$ cat config.mk
export PLATFORM = sky130hd
export DESIGN_NAME = ifu_fetch
export DESIGN_NICKNAME = d
export VERILOG_FILES = /design/src/rtl/ifu_fetch_pkg.sv /design/src/rtl/ifu_timeout_cnt.sv /design/src/rtl/ifu_fetch.sv
export SDC_FILE = /design/constraint.sdc
export NUM_CORES = 1
export LEC_CHECK = 0
export ABC_AREA = 1
export CELL_PAD_IN_SITES_DETAIL_PLACEMENT = 0
export CELL_PAD_IN_SITES_GLOBAL_PLACEMENT = 1
export CORE_MARGIN = 4
export CORE_UTILIZATION = 28
export CTS_CLUSTER_DIAMETER = 50
export DETAILED_ROUTE_END_ITERATION = 8
export GPL_ROUTABILITY_DRIVEN = 1
export PLACE_DENSITY = 0.83
export SLEW_MARGIN = 20
export SYNTH_ARGS = -nofsm -noshare
export SYNTH_HDL_FRONTEND = slang
export SYNTH_SLANG_ARGS = --single-unit
export TNS_END_PERCENT = 1
$ cat constraint.sdc
create_clock -name clk -period 2.6 [get_ports clk]
set_input_delay 0.26 -clock clk [delete_from_list [all_inputs] [get_ports clk]]
set_output_delay 0.26 -clock clk [all_outputs]
set_load 0.02 [all_outputs]
$ cat src/rtl/ifu_fetch_pkg.sv
// Shared types and constants for the instruction fetch unit.
package ifu_fetch_pkg;

    localparam int          REG_BUS     = 32;
    localparam logic [31:0] RST_VAL     = 32'h0000_0000;
    localparam logic [31:0] INST_NOP    = 32'h0000_0013;
    localparam logic [31:0] INST_EBREAK = 32'h0010_0073;

    typedef enum logic [1:0] {
        IFU_IDLE = 2'd0,
        IFU_REQ  = 2'd1,
        IFU_WAIT = 2'd2,
        IFU_HALT = 2'd3
    } ifu_state_t;

    function automatic logic is_word_aligned(input logic [REG_BUS-1:0] addr);
        return (addr[1:0] == 2'b00);
    endfunction

endpackage

$ cat src/rtl/ifu_timeout_cnt.sv
// Saturating no-response timer for one fetch transaction.
// o_expired flags the cycle whose increment reaches LIMIT.
module ifu_timeout_cnt #(
    parameter int LIMIT = 255
) (
    input  logic clk,
    input  logic rst,
    input  logic i_clr,
    input  logic i_en,
    output logic o_expired
);

    localparam int W = $clog2(LIMIT + 1);
    localparam logic [W-1:0] LIMIT_W  = W'(LIMIT);
    localparam logic [W-1:0] LIMIT_M1 = W'(LIMIT - 1);

    logic [W-1:0] r_cnt;

    // Count cycles while enabled, holding at LIMIT instead of wrapping.
    always_ff @(posedge clk) begin
        if (rst) begin
            r_cnt <= '0;
        end else if (i_clr) begin
            r_cnt <= '0;
        end else if (i_en && (r_cnt != LIMIT_W)) begin
            r_cnt <= r_cnt + W'(1);
        end
    end

    assign o_expired = i_en && !i_clr && (r_cnt >= LIMIT_M1);

endmodule

$ cat src/rtl/ifu_fetch.sv
// Instruction fetch unit: one req/gnt/rvalid transaction per accepted fetch,
// fetched word held on o_inst. Faults park the unit in HALT with ebreak on o_inst.
module ifu_fetch
    import ifu_fetch_pkg::*;
#(
    parameter int          TIMEOUT_CYCLES = 255,
    parameter logic [31:0] ERR_INST       = INST_EBREAK,
    parameter logic [31:0] RST_INST       = INST_NOP
) (
    input  logic        clk,
    input  logic        rst,
    input  logic [31:0] i_pc,
    input  logic        i_fetch_start,
    output logic [31:0] o_inst,
    output logic        o_inst_valid,
    output logic        o_busy,
    output logic        o_fault,
    output logic        o_imem_req,
    output logic [31:0] o_imem_addr,
    input  logic        i_imem_gnt,
    input  logic        i_imem_rvalid,
    input  logic [31:0] i_imem_rdata,
    input  logic        i_imem_err
);

    ifu_state_t  r_state, w_state_nxt;
    logic [31:0] r_inst, w_inst_nxt;
    logic        r_inst_valid, w_inst_valid_nxt;
    logic        r_busy, w_busy_nxt;
    logic        r_fault, w_fault_nxt;
    logic        r_req, w_req_nxt;
    logic [31:0] r_addr, w_addr_nxt;

    logic        w_cnt_clr;
    logic        w_cnt_en;
    logic        w_expired;
    logic        w_go_halt;

    ifu_timeout_cnt #(
        .LIMIT (TIMEOUT_CYCLES)
    ) u_timeout (
        .clk       (clk),
        .rst       (rst),
        .i_clr     (w_cnt_clr),
        .i_en      (w_cnt_en),
        .o_expired (w_expired)
    );

    // State and registered outputs.
    always_ff @(posedge clk) begin
        if (rst) begin
            r_state      <= IFU_IDLE;
            r_inst       <= RST_INST;
            r_inst_valid <= 1'b0;
            r_busy       <= 1'b0;
            r_fault      <= 1'b0;
            r_req        <= 1'b0;
            r_addr       <= RST_VAL;
        end else begin
            r_state      <= w_state_nxt;
            r_inst       <= w_inst_nxt;
            r_inst_valid <= w_inst_valid_nxt;
            r_busy       <= w_busy_nxt;
            r_fault      <= w_fault_nxt;
            r_req        <= w_req_nxt;
            r_addr       <= w_addr_nxt;
        end
    end

    // Next-state and next-output decode; HALT entry overrides whatever the state chose.
    always_comb begin
        w_state_nxt      = r_state;
        w_inst_nxt       = r_inst;
        w_inst_valid_nxt = r_inst_valid;
        w_busy_nxt       = r_busy;
        w_fault_nxt      = r_fault;
        w_req_nxt        = r_req;
        w_addr_nxt       = r_addr;
        w_cnt_clr        = 1'b0;
        w_cnt_en         = 1'b0;
        w_go_halt        = 1'b0;

        case (r_state)
            IFU_IDLE: begin
                if (i_fetch_start) begin
                    w_inst_valid_nxt = 1'b0;
                    w_busy_nxt       = 1'b1;
                    if (!is_word_aligned(i_pc)) begin
                        w_go_halt = 1'b1;
                    end else begin
                        w_state_nxt = IFU_REQ;
                        w_req_nxt   = 1'b1;
                        w_addr_nxt  = i_pc;
                        w_cnt_clr   = 1'b1;
                    end
                end
            end
            IFU_REQ: begin
                w_cnt_en = 1'b1;
                if (i_imem_gnt) begin
                    w_req_nxt = 1'b0;
                    // Same-cycle rvalid completes the fetch without visiting WAIT.
                    if (i_imem_rvalid) begin
                        if (i_imem_err) begin
                            w_go_halt = 1'b1;
                        end else begin
                            w_state_nxt      = IFU_IDLE;
                            w_inst_nxt       = i_imem_rdata;
                            w_inst_valid_nxt = 1'b1;
                            w_busy_nxt       = 1'b0;
                        end
                    end else begin
                        w_state_nxt = IFU_WAIT;
                    end
                end else if (w_expired) begin
                    w_go_halt = 1'b1;
                end
            end
            IFU_WAIT: begin
                w_cnt_en = 1'b1;
                if (i_imem_rvalid) begin
                    if (i_imem_err) begin
                        w_go_halt = 1'b1;
                    end else begin
                        w_state_nxt      = IFU_IDLE;
                        w_inst_nxt       = i_imem_rdata;
                        w_inst_valid_nxt = 1'b1;
                        w_busy_nxt       = 1'b0;
                    end
                end else if (w_expired) begin
                    w_go_halt = 1'b1;
                end
            end
            IFU_HALT: begin
                w_state_nxt = IFU_HALT;
            end
            default: begin
                w_state_nxt = IFU_IDLE;
            end
        endcase

        if (w_go_halt) begin
            w_state_nxt      = IFU_HALT;
            w_inst_nxt       = ERR_INST;
            w_inst_valid_nxt = 1'b1;
            w_busy_nxt       = 1'b0;
            w_fault_nxt      = 1'b1;
            w_req_nxt        = 1'b0;
        end
    end

    assign o_inst       = r_inst;
    assign o_inst_valid = r_inst_valid;
    assign o_busy       = r_busy;
    assign o_fault      = r_fault;
    assign o_imem_req   = r_req;
    assign o_imem_addr  = r_addr;

endmodule
# After elaboration in Yosys (flattened, before gate mapping)
# Cells that the tools add are included.
# totals
register_bits	78
out_inout_bits	68
# op_classes
n_addsub	1
order_cmp	1
eq_ne	11
muxes	40
n_reduce_logical	21
# ops
cell	count
2-to-1 mux 32 bit	3
one-hot mux 32 bit (2 select lines)	1
2-to-1 mux 1 bit	23
2-to-1 mux 21 bit	1
2-to-1 mux 2 bit	7
inequality test 3 bit, second input constant	4
one-hot mux 1 bit (3 select lines)	3
AND reduction 3 bit	3
adder 8 x 1 -> 8 bit, second input constant	1
greater-or-equal comparator 8 bit, second input constant	1
inequality test 8 bit, second input constant	1
one-hot mux 2 bit (4 select lines)	1
AND reduction 4 bit	2
inequality test 2 bit, second input constant	3
nonzero test 3 bit	2
OR reduction 2 bit	3
== test 2 bit, second input constant	2
zero test 2 bit	2
AND reduction 2 bit	2
nonzero test 2 bit	2
nonzero test 4 bit	1
logical AND 1 bit	3
== test 2 x 1 -> 1 bit, second input constant	1
one-hot mux 1 bit (2 select lines)	1
zero test 1 bit	1

# Depth between registers and ports, before layout
# Gate-level depths: netlist of the first run.
# logic_depth
depth_word	12
depth_mapped	13
ltp_nobuf	12

# Cells and area by module
# Synthesis of the first run repeated with hierarchy kept, for this count alone.
# hier_totals
hier_cells	443
area_unflattened_um2	3345.7
# modules_own_cells
mod	n_inst	cells_each	area_each_um2	seq_area_each_um2
ifu_fetch	1	375	2880.3	1401.3
ifu_timeout_cnt	1	68	465.4	160.2

# Least setup slack after synthesis of the first run
# OpenSTA, ideal clock, no wires.
# synth_timing
path_kind	reg-to-reg
startpoint	register r_state[0]
endpoint	register r_busy, in the netlist o_busy
arrival_time_ps	1584
t_required_ps	2490
path_slack_ps	906
path_stages_with_launch	13
cell_sequence	dfxtp_1 inv_1 ha_1 nand3_1 nor2_2 nand3_2 nand2_2 nand2_2 nand2_4 nand2_8 nand2_8 buf_12 nor2_2
# synth_via
elab_chain_len	9
elab_cells_between_ends	19
classes_between	eq/ne (4); mux (7); reduce/logical (8)
# synth_rtl
element	line_no	source
start: declaration	ifu_fetch.sv:26	ifu_state_t r_state, w_state_nxt;
start signal: assignment	ifu_fetch.sv:60	r_state <= w_state_nxt;
== test 2 bit (tied with other cells)	ifu_fetch.sv:83	case (r_state)
OR reduction 2 bit (no source line) / 2-to-1 mux 1 bit (equally long branches)	-	
2-to-1 mux 1 bit / zero test 1 bit (equally long branches)	ifu_fetch.sv:83, ifu_timeout_cnt.sv:30	
logical AND 1 bit (2 in series)	ifu_timeout_cnt.sv:30	assign o_expired = i_en && !i_clr && (r_cnt >= LIMIT_M1);
2-to-1 mux 1 bit	ifu_fetch.sv:115, ifu_fetch.sv:130	
2-to-1 mux 1 bit, on equally long branches	ifu_fetch.sv:121, ifu_fetch.sv:100	
one-hot mux 1 bit (3 select lines)	ifu_fetch.sv:83	
OR reduction 2 bit (no source line)	-	
end signal: assignment	ifu_fetch.sv:63	r_busy <= w_busy_nxt;
end: declaration	ifu_fetch.sv:29	logic r_busy, w_busy_nxt;
# Parallel ways exist; a longest one is shown, timed or not.
# A chain may end at the register's enable or synchronous reset.

==> flow_summary.ini, run 1 <==
[clocking]
cts_tree = done
insertion_delay_ps = 320
cts_buffers = 9
clk_pin_slew_ps = 60
ctsResizeCount = 0
post-cts-setup-buffers = 0
cts.path.max_buffers = 2
cts_sinks = 78
cts_hold_buffers = 0
cts.htree.levels = 3
root_buffer = clkbuf_16

[yosys]
synth-seq-cells = 78
synth_area_leader_cell = dfxtp_1
yosysMostFrequentCell = nor2_1
synth_top_flop_cell = dfxtp_1
synth_edf_count = 0
synth-seq-area-share = 0.461
synthArstFlopShare = 0
synth_cell_type_count = 31
synth_top_area_share = 0.461
synth_nets = 485
synth_commonest_cells = 89 x nor2_1, 78 x dfxtp_1, 50 x inv_1
synthTopCellsByArea = dfxtp_1 46%, nor2_1 9.9%, mux2_2 6.3%
synthesis.area_per_instance_um2 = 8.29
syn-cell-area_um2 = 3390
synth_warnings = 0
netlist_instances = 409

[grt]
antenna_found_initial = 0
grt_max_degree = 37
grtUsageTotal = 0.127
grt_pass1_vias = 3023
grt_pass1_wl_um = 14700
overflow = 0

[sta]
setup_viol = 0
max_freq_mhz = 491
min_period_over_period = 0.783
finClkSkew_ps = 4.89
fin_tns_setup_ps = 0
drv_slew = 0
min_period_ps = 2040
rsz0062_at_grt = false
hold_slack_ps = 446
hold_viol = 0
timing.slew.headroom = 0.645
worst_pin_slew_ps = 532

[cells_and_area]
nets = 622
nFillCells = 1159
diodes = 0
multi_input_area_um2 = 1510
seqCellArea_um2 = 1560
drive_above_1_share = 0.136
syn_to_final_growth_pct = 52.1

[pwr]
p_sw_mw = 1.39
swShare = 0.333
power.internal_mw = 2.78
peakVddDrop_v = 0.000304
p_per_area_nw_per_um2 = 808
pwr-share-comb = 0.356
power_frac_seq = 0.348
power_frac_clock = 0.295
power_leakage_nw = 2.04

[die]
die_area_um2 = 13900
coreArea_um2 = 11600
fp.dieW_um = 118
num_io_pins = 138
start_util = 0.292
num_rows = 39
die_h_um = 118

[setup_path]
ff2ff_setup_slack_ps = 560
end_kind = flop
cp_data_arrival_time_ps = 2240
worst-path-max-fanout = 36
critPathLaunchType = flop
crit_required_ps = 2810
r2r_cells = 12
path_class = reg -> reg
worstReg2RegStart = r_state[0]

[hold_path]
min_to = o_imem_addr[1]
hold_depth = 2
hp-start = o_imem_addr[1]
hold_class = reg -> reg

[routing]
drtPass1Iterations = 4
initialDrtViolationCount = 111
wl_per_cell_um = 12.6
via_per_inst = 4.32
drc = 0
drtAntennaViolNets = 0
finalWirelength_um = 8760
vias = 2999

[flow_run]
maxCapViolCount = 0

[status]
outcome = complete, no violations

[place]
port_buffers = 137
dp_hpwl_um = 6540
finalWeightedCongestion = 0.830
## layout make-up
type,count,share of cell area
inverters,56,0.0408
well taps,143,0.0347
multi-input cells,260,0.293
clock buffers,13,0.0485
clock inverters,3,0.00850
repair buffers,141,0.272
flip-flops and latches,78,0.303
## per-stage QoR
step / util / total power, mW / worst slack (ps) / instances / instance area, um2
after floorplan: - / 2.47 / 906 / 409 / 3390
after global placement: 0.419 / 2.96 / 492 / 678 / 4860
after detailed placement: 0.419 / 2.97 / 429 / 678 / 4860
after CTS: 0.444 / 4.23 / 520 / 694 / 5150
after global routing: 0.444 / 4.44 / 368 / 694 / 5150
final: 0.444 / 4.17 / 564 / 694 / 5150
## per-layer routing
layer	global-route usage	part of all wire	up-vias
li1	-	-	1557
met1	0.143	0.43	1348
met2	0.216	0.48	84
met3	0.0519	0.072	10
met4	0.0491	0.014	0
met5	0	0	-
## worst max-delay path, stage by stage, from the launching register on
cell and delay, ps:
dfxtp_1 380, inv_1 100, ha_1 230, nand2_1 90, inv_1 60, nand2_4 270
nand3_2 130, nand2_2 70, nand2_2 70, nand2_4 110, nand2_8 90, nand2_8 230
nor2_1 80
## worst max path at each step
| stage | end | from | cells past startpoint | slack, ps |
|---|---|---|---|---|
| after floorplan | o_busy | r_state[0] | 12 | 910 |
| after global placement | flop | i_imem_rvalid | 7 | 490 |
| after detailed placement | flop | i_imem_rvalid | 7 | 430 |
| after CTS | flop | r_state[0] | 12 | 520 |
| after global routing | flop | r_state[1] | 7 | 370 |
| final | flop | r_state[0] | 12 | 560 |
## power by group through the flow
stage / logic [mW] / clock network, mW / registers (mW)
CTS: 1.51 / 1.27 / 1.45
finish: 1.48 / 1.23 / 1.45
global route: 1.64 / 1.32 / 1.47
floorplan: 0.852 / 0 / 1.62
detailed placement: 1.50 / 0 / 1.48
global placement: 1.49 / 0 / 1.47
## cell usage in the layout, fill, tap and decap left out, types with 2 or more instances in the layout
master,Yosys,routed
a21oi_1,14,14
buf_4,1,4
clkbuf_1,9,3
clkbuf_16,0,9
clkdlybuf4s50_1,0,137
clkinv_1,2,2
dfxtp_1,78,78
ha_1,6,6
inv_1,50,50
inv_2,4,4
mux2_1,7,7
mux2_2,19,19
mux2i_1,6,6
nand2_1,26,26
nand2_2,3,3
nand2_4,2,2
nand2_8,2,2
nand3_1,14,14
nand3_2,3,3
nand4_1,2,2
nor2_1,89,89
nor2_2,21,21
nor2_4,2,2
o21ai_0,38,38
## kinds of logic after synthesis
logic type,Yosys count,share of synthesized area
AND/OR/NAND/NOR,167,0.235
flip-flops,78,0.461
buffers and inverters,71,0.0941
AO/OA/AOI/OAI,55,0.0838
multiplexers,32,0.104
adder cells (fa/ha/maj),6,0.0221
Power figures use the tool's default switching activity.
==> inputs of run 2 (changes only) <==
clock period = 2.07 ns   (was 2.6 ns; I/O delays follow)
==> run 2 against run 1 <==
Compared with the run above:
- non-clock buffer count is 4 higher
- utilization up 0.41 points
- sequential share of layout area fell by 0.28 points
- worst hold slack worse by 7.4 ps
- combinational power up 32%
- sequential cell count unchanged
- highest routed layer unchanged
- die area unchanged
==> flow_summary.ini, run 2 (synthesis gave the netlist of run 1 again) <==
[status]
outcome = complete, no violations

[sta]
drv_slew = 0
timing.slew.headroom = 0.688
hold_viol = 0
worst_pin_slew_ps = 465
max_freq_mhz = 534
min_period_over_period = 0.905
setup_viol = 0
min_period_ps = 1870
fin_tns_setup_ps = 0
finClkSkew_ps = 6.74
rsz0062_at_grt = false

[cells_and_area]
multi_input_area_um2 = 1530
drive_above_1_share = 0.146
syn_to_final_growth_pct = 53.5
nets = 627
final_cell_area_um2 = 5200
layout_commonest_cell = clkdlybuf4s50_1
nFillCells = 1178
diodes = 0
fin_util = 0.448
seqCellArea_um2 = 1560
layout_common_cells = 137 x clkdlybuf4s50_1, 89 x nor2_1, 78 x dfxtp_1

[setup_path]
crit_chain = inv_1 -> ha_1 -> nand3_1 -> nor2_2 -> nand3_2 -> nand2_2 -> nand2_2 -> nand2_4 -> nand2_8 -> nand2_8 -> nor2_1
critPathLaunchType = flop
cp_data_arrival_time_ps = 2090
r2r_cells = 11
ff2ff_setup_slack_ps = 200
crit_required_ps = 2280
slowest_delay_ps = 390
end_kind = flop
crit_slowest_cell = dfxtp_1
worst-path-max-fanout = 14
worstReg2RegStart = r_state[0]
path_class = reg -> reg

[grt]
grtUsageTotal = 0.130
grt_pass1_vias = 3088
antenna_found_initial = 0
grt_pass1_wl_um = 14900
overflow = 0
grt_max_degree = 33

[pwr]
peakVddDrop_v = 0.000413
power_mw = 5.22
p_per_area_nw_per_um2 = 1000
power_leakage_nw = 2.07

[routing]
wl_per_cell_um = 12.9
finalWirelength_um = 9050
drtAntennaViolNets = 0
drtPass1Iterations = 4
initialDrtViolationCount = 113
via_per_inst = 4.35
vias = 3039
drc = 0

[clocking]
post-cts-setup-buffers = 0
cts.htree.levels = 3
cts_tree = done
cts_buffers = 9
cts_hold_buffers = 0
cts.path.max_buffers = 2
ctsResizeCount = 0
insertion_delay_ps = 330
clk_pin_slew_ps = 60
root_buffer = clkbuf_16
cts_sinks = 78

[place]
port_buffers = 137
place_area_um2 = 4900
dp_hpwl_um = 6830
finalWeightedCongestion = 0.863

[hold_path]
min_to = o_imem_addr[0]
hold_class = reg -> reg
hold_depth = 2
hp-start = o_imem_addr[0]

[die]
die_area_um2 = 13900
num_rows = 39
coreArea_um2 = 11600
start_util = 0.292
num_io_pins = 138
fp.dieW_um = 118
die_h_um = 118

[flow_run]
maxCapViolCount = 0
-- run 2: cell count changes in the layout (fill, tap and decap cells not counted) --
cell       change
buf_4          +3
clkbuf_8       +1
clkinv_2       +1
clkbuf_1       -1
nand2_8        +1
buf_12         +1
bufinv_16      -1
-- run 2: cell type report --
class | instances | area share
Clock buffer | 13 | 0.0500
Clock inverter | 3 | 0.00361
Inverter | 56 | 0.0404
Multi-Input combinational cell | 261 | 0.294
Sequential cell | 78 | 0.300
Tap cell | 143 | 0.0344
Timing Repair Buffer | 145 | 0.278
-- run 2: routing by layer --
metal / share of wire / wire length [um] / global-route usage / vias to the layer above
met5: 0 / 0 / 0 / -
met4: 0.016 / 148 / 0.0484 / 0
met3: 0.082 / 744 / 0.0476 / 10
met2: 0.47 / 4290 / 0.221 / 105
met1: 0.43 / 3870 / 0.148 / 1356
li1: - / - / - / 1568
-- run 2: per-stage QoR --
stage / hold slack (ps) / cells / setup WS, ps
after global placement: 426 / 682 / 240
after detailed placement: 431 / 682 / 139
after global routing: 461 / 699 / 28.3
after CTS: 445 / 698 / 120
after floorplan: 347 / 409 / 376
final: 439 / 699 / 196
-- run 2: how the worst max path moves through the flow --
stage,from,end,slack (ps)
after detailed placement,r_state[0],flop,140
after floorplan,r_state[0],o_busy,380
after global routing,r_state[0],flop,30
final,r_state[0],flop,200
after global placement,i_imem_err,o_inst[22],240
after CTS,r_state[0],flop,120
-- run 2: power breakdown --
part           leakage, nW  internal [mW]  total, mW  switching (mW)
Sequential           0.634           1.70       1.83           0.126
Combinational         1.29          0.872       1.96            1.08
Clock                0.140          0.875       1.44           0.566
-- run 2: worst max-delay path: cells and delay by family, from the launching register on --
| family | cells | cell delay, ps |
|---|---|---|
| adders and majority gates | 1 | 360 |
| buffers and inverters | 1 | 100 |
| DFF | 1 | 390 |
| and+or+nand+nor | 9 | 910 |
